--- src/rtl/fetch_sequencer.sv ---
// Instruction-fetch sequencer for the multi-cycle MIPS datapath.
// It owns the PC, issues one request at a time to instruction memory and hands
// each fetched word to decode over valid/ready. Redirects that arrive while a
// request is outstanding are parked in pend_q until the wrong-path word returns.
module fetch_sequencer #(
  parameter logic [31:0] RESET_PC = 32'h0000_3000,
  parameter int unsigned CNT_W    = 32
) (
  input  logic             clk,
  input  logic             reset,
  input  logic             redirect_valid,
  input  logic [31:0]      redirect_target,
  output logic             imem_req,
  output logic [31:0]      imem_addr,
  input  logic             imem_ready,
  input  logic [31:0]      imem_rdata,
  output logic             if_valid,
  output logic [31:0]      if_pc,
  output logic [31:0]      if_instr,
  input  logic             if_ready,
  output logic [CNT_W-1:0] fetch_cnt
);

  typedef enum logic [0:0] {StFetch, StDeliver} state_e;

  state_e             state_q, state_d;
  logic [31:0]        pc_q, pc_d;
  logic               pend_q, pend_d;
  logic [31:0]        pend_target_q, pend_target_d;
  logic [31:0]        if_pc_q, if_pc_d;
  logic [31:0]        if_instr_q, if_instr_d;
  logic [CNT_W-1:0]   cnt_q, cnt_d;
  // Low for the cycle following a reset edge so no request is issued while the
  // memory side is still coming out of reset.
  logic               req_en_q;
  logic [31:0]        redirect_pc;

  assign redirect_pc = {redirect_target[31:2], 2'b00};

  // State register: all architectural and handshake state.
  always_ff @(posedge clk) begin
    if (reset) begin
      state_q       <= StFetch;
      pc_q          <= RESET_PC;
      pend_q        <= 1'b0;
      pend_target_q <= 32'h0;
      if_pc_q       <= 32'h0;
      if_instr_q    <= 32'h0;
      cnt_q         <= '0;
      req_en_q      <= 1'b0;
    end else begin
      state_q       <= state_d;
      pc_q          <= pc_d;
      pend_q        <= pend_d;
      pend_target_q <= pend_target_d;
      if_pc_q       <= if_pc_d;
      if_instr_q    <= if_instr_d;
      cnt_q         <= cnt_d;
      req_en_q      <= 1'b1;
    end
  end

  // Next-state logic: fetch/deliver sequencing, redirect and squash handling.
  always_comb begin
    state_d       = state_q;
    pc_d          = pc_q;
    pend_d        = pend_q;
    pend_target_d = pend_target_q;
    if_pc_d       = if_pc_q;
    if_instr_d    = if_instr_q;
    cnt_d         = cnt_q;
    case (state_q)
      StFetch: begin
        if (req_en_q && imem_ready) begin
          if (pend_q || redirect_valid) begin
            // Wrong-path word: drop it and restart at the newest target.
            pc_d   = redirect_valid ? redirect_pc : pend_target_q;
            pend_d = 1'b0;
          end else begin
            if_instr_d = imem_rdata;
            if_pc_d    = pc_q;
            state_d    = StDeliver;
          end
        end else if (redirect_valid) begin
          // Keep pc_q (and so imem_addr) stable while the request is pending.
          pend_d        = 1'b1;
          pend_target_d = redirect_pc;
        end
      end
      StDeliver: begin
        if (if_ready) begin
          cnt_d = cnt_q + {{(CNT_W-1){1'b0}}, 1'b1};
        end
        if (redirect_valid) begin
          pc_d    = redirect_pc;
          state_d = StFetch;
        end else if (if_ready) begin
          pc_d    = pc_q + 32'd4;
          state_d = StFetch;
        end
      end
      default: state_d = StFetch;
    endcase
  end

  // Outputs: decoded from registered state only.
  always_comb begin
    imem_req  = (state_q == StFetch) && req_en_q;
    imem_addr = pc_q;
    if_valid  = (state_q == StDeliver);
    if_pc     = if_pc_q;
    if_instr  = if_instr_q;
    fetch_cnt = cnt_q;
  end

endmodule

--- config.mk ---
export PLATFORM = sky130hd
export DESIGN_NAME = fetch_sequencer
export DESIGN_NICKNAME = d
export VERILOG_FILES = /design/src/rtl/fetch_sequencer.sv
export SDC_FILE = /design/constraint.sdc
export NUM_CORES = 1
export LEC_CHECK = 0
export ABC_AREA = 1
export ABC_CLOCK_PERIOD_IN_PS = 4500
export BUFFER_PORTS_ARGS = -buffer_cell sky130_fd_sc_hd__buf_4
export CAP_MARGIN = 25
export CORE_UTILIZATION = 58
export CTS_CLUSTER_DIAMETER = 30
export DETAILED_ROUTE_END_ITERATION = 12
export PLACE_DENSITY = 0.87
export SKIP_CTS_REPAIR_TIMING = 1
export SYNTH_ARGS = -nofsm -noshare
export SYNTH_HDL_FRONTEND = slang
export SYNTH_SLANG_ARGS = --single-unit
--- constraint.sdc ---
create_clock -name clk -period 4.5 [get_ports clk]
set_input_delay 0.225 -clock clk [delete_from_list [all_inputs] [get_ports clk]]
set_output_delay 0.225 -clock clk [all_outputs]
set_load 0.005 [all_outputs]
### Word level (Yosys, flattened, before mapping)

Index checks and enable logic that the tools add are counted.

* output and inout port bits: 130
* register bits: 163
* logic and storage cells: 41

* bitwise operators: 3
* muxes and demuxes: 15
* reduce and logical (&&, ||, !) cells: 9
* equal/unequal tests: 4
* add/subtract/negate cells: 2

Operators by type and width (count)
* 2-to-1 mux 32 bit: 5
* case mux 32 bit (2 select lines): 1
* adder 32 x 1 -> 32 bit (second input constant): 1
* adder 32 x 3 -> 32 bit (second input constant): 1
* AND reduction 3 bit: 3
* 2-to-1 mux 1 bit: 8
* inequality test 2 bit (second input constant): 2
* AND reduction 2 bit: 2
* inequality test 3 bit (second input constant): 1
* inverter 1 bit: 3
* logical AND 1 bit: 2
* inequality test 2 x 1 -> 1 bit (second input constant): 1
* case mux 1 bit (2 select lines): 1
* nonzero test 2 bit: 1
* logical OR 1 bit: 1

### Logic depth before layout (Yosys ltp)

* word-level depth: 4
* depth in mapped cells: 11
* gate-level depth less buffers: 10

### Worst setup path after synthesis

No wires, ideal clock.

* path kind: flip-flop to flip-flop
* from: register cnt_q[0] (netlist: fetch_cnt[0])
* to: register cnt_q[24] (netlist: fetch_cnt[24])
* setup time: 70 ps
* slack: 3016 ps
* data arrival time: 1414 ps
* stages on the path, launching flop included: 10
* path through: dfxtp_1 > ha_1 > nand3_1 > nor2_2 > nand3_2 > nor2_4 > inv_2 > nor2_2 > nand2_1 > a21oi_1

* cells in the longest elaborated chain, start to end: 1

Ends and longest elaborated chain
* start, declared: RTL line 32 `logic [CNT_W-1:0] cnt_q, cnt_d;`
* start signal, assigned: RTL line 58 `cnt_q <= cnt_d;`
* adder 32 x 1 -> 32 bit: RTL line 92 `cnt_d = cnt_q + {{(CNT_W-1){1'b0}}, 1'b1};`

No other way between the ends.
A chain may end at the register's enable or synchronous reset.

### Worst setup path after layout

* from: register state_q (netlist: if_valid)
* to: register pc_q[12] (netlist: imem_addr[12])

* cells in the longest elaborated chain, start to end: 3
* elaborated cells between the ends (all ways): 6

Ends and longest elaborated chain
* start, declared: RTL line 26 `state_e state_q, state_d;`
* start signal, assigned: RTL line 43 `state_q <= StFetch;`
* start signal, assigned: RTL line 52 `state_q <= state_d;`
* inverter 1 bit
* inequality test 2 bit (no line)
* AND reduction 3 bit (no line)
* end signal, assigned: RTL line 53 `pc_q <= pc_d;`
* end, declared: RTL line 27 `logic [31:0] pc_q, pc_d;`

Several ways; a longest one is shown, not always the timed one.

==> qor.yml <==
timing:
  rsz0062_at_grt: "no"
  finClkSkew_ns: 0.008659
  worst_slew_pin_slew_ns: 0.8575
  setup_tns_ns: 0
  setup_ws_ns: 1.912
  fmax_mhz: 386.4
  slew_headroom_pct: 42.71
  post-route-min-period_ns: 2.588
  slew_viol_final: 0
  period_share_pct: 57.51
  finalSetupViolCount: 0
  hold_viol: 0
drt:
  met3_length_um: 1942
  drt_wl_total_um: 23120
  vias_per_cell: 5.532
  drc: 0
  vias: 8420
  drt_iter0_drc: 796
  wl_met1_um: 9615
  wl_met2_um: 10730
  top_layer: "met4"
  wl_per_cell_um: 15.19
  final_antenna_net_count: 0
  first_pass_iters: 5
die:
  core_um2: 13190
  dieArea_um2: 13930
  fp.dieH_um: 118.0
  die_w_um: 118.0
  rows: 42
  initial_utilization_pct: 59.20
  ios: 199
pwr:
  switching_power_mw: 0.9055
  pwr-share-comb_pct: 10.7
  p_int_mw: 2.510
  clock_power_share_pct: 43.2
  peakVddDrop_uv: 263.8
  finalPower_mw: 3.415
  power_density_nw_per_um2: 345.1
  p_seq_share_pct: 46.0
  p_leak_nw: 4.245
  p_sw_share_pct: 26.51
cells_and_area:
  syn_to_final_growth_pct: 26.74
  diodes: 0
  final_cell_mix: "258 x nand2_1, 216 x nor2_1, 199 x buf_4"
  drive_gt1_share_pct: 19.91
  finish.utilization_pct: 75.03
  stdcell_count: 1522
  layout.nets: 1404
  final_common_cell: "nand2_1"
logic_synthesis:
  syn_nets: 1239
  synth-seq-cells: 163
  ys_types: 43
  synth_warnings: 0
  async_flop_share_pct: 0
  syn_area_um2: 7809
  synth_edf_count: 0
  synthCells: 1168
  syn_area_per_cell_um2: 6.686
  ys_dominant_reg_cell: "dfxtp_1"
  seq_area_frac_synth_pct: 41.79
placed_design:
  dp_hpwl_um: 16180
  placed_cells: 1489
  place_ws_ns: 1.930
  finalWeightedCongestion: 0.9471
  io_buffer_count: 196
global_route:
  grt_max_degree: 86
  grt_pass1_wl_um: 37610
  grt_pass1_vias: 7819
  grt_use_total_pct: 33.76
  antenna_found_initial: 0
  overflow: 0
run:
  cap_violations: 0
clocking:
  htree_levels: 4
  root_buffer: "clkbuf_16"
  clock_latency_ns: 0.43
  cts_buffer_depth: 2
  numCtsBuffers: 17
  cts_sinks: 163
  cts_tree: "built"
  cts.clk_slew.worst_paths_ns: 0.07
worst_setup_path:
  cp_max_fo: 33
  start_kind: "flip-flop"
  end_kind: "flip-flop"
  critPathKind: "reg2reg"
  worstPathRequired_ns: 4.81
  critPathArrivalTime_ns: 2.90
outcome:
  status: "complete, no violations"
worst_hold_path:
  hp-class: "in2reg"
-- sequential cells by signal, indices dropped and copies added, names as in the netlist --
name	count
imem_addr	32
pend_q	1
pend_target_q	32
fetch_cnt	32
if_valid	1
req_en_q	1
if_instr	32
if_pc	32
-- cells in the mapped netlist, types with 7 or more instances --
cell | instances | area share (%)
nand3_1 | 63 | 4.0
inv_1 | 85 | 4.1
dfxtp_1 | 163 | 42
nor2_2 | 9 | 0.72
buf_2 | 16 | 1.0
nor2_1 | 216 | 10
o21ai_0 | 133 | 8.5
inv_2 | 8 | 0.38
o21ai_1 | 7 | 0.45
a21oi_1 | 103 | 6.6
nand3b_1 | 8 | 0.77
clkbuf_1 | 30 | 1.4
nand2_1 | 258 | 12
-- layer usage --
layer / GRT usage, % / up-vias
li1: - / 4114
met1: 42.49 / 3863
met2: 53.79 / 385
met3: 7.800 / 58
met4: 17.71 / 0
met5: 0 / -
-- cell type report --
class,count,area (um2)
clock inverter,14,166.4
sequential,163,3263
fill,1055,3293
timing repair buffer,201,1529
tap,176,220.2
inverter,93,349.1
clock buffer,18,429.2
multi-input combinational,857,3940
-- power groups by stage --
stage | Sequential (mW) | Clock, mW | Combinational (mW)
floorplan | 1.59 | 0 | 0.187
global placement | 1.60 | 0 | 0.349
detailed placement | 1.60 | 0 | 0.358
CTS | 1.57 | 1.48 | 0.360
global route | 1.58 | 1.54 | 0.405
finish | 1.57 | 1.48 | 0.366
-- critical path: stages (launching register included) --
cell     delay, ns
dfxtp_1       0.65
inv_2         0.26
nand2_2       0.20
nand2_2       0.10
a21oi_4       0.66
nand2_1       0.15
o21ai_0       0.18
nand3_1       0.13
nand2_1       0.08
nand2_1       0.04
-- final timing paths --
kind,end,from,slack (ns),depth (start not counted)
max,imem_addr[12],if_valid,1.91,9
max reg2reg,imem_addr[12],if_valid,1.91,9
min,if_instr[27],imem_rdata[27],0.01,3
min reg2reg,pend_target_q[18],pend_target_q[18],0.45,2
-- metrics by stage --
step                      cell area, um2  hold WS (ns)
after floorplan                     7809        0.3599
after global placement              9266        0.4346
after detailed placement            9281        0.4404
after CTS                           9877      0.008725
after global routing                9897       0.02334
final                               9897       0.01305
-- kinds of logic (layout without fill, tap and decap cells) --
logic type	Yosys count	after routing	share of synthesized area (%)
xor+xnor	4	4	0.4487
flops	163	163	41.79
compound gates	264	264	17.77
fa+ha+maj	2	2	0.3204
simple gates	587	587	31.92
buf+inv	148	326	7.755
(Power assumes the default switching activity.)
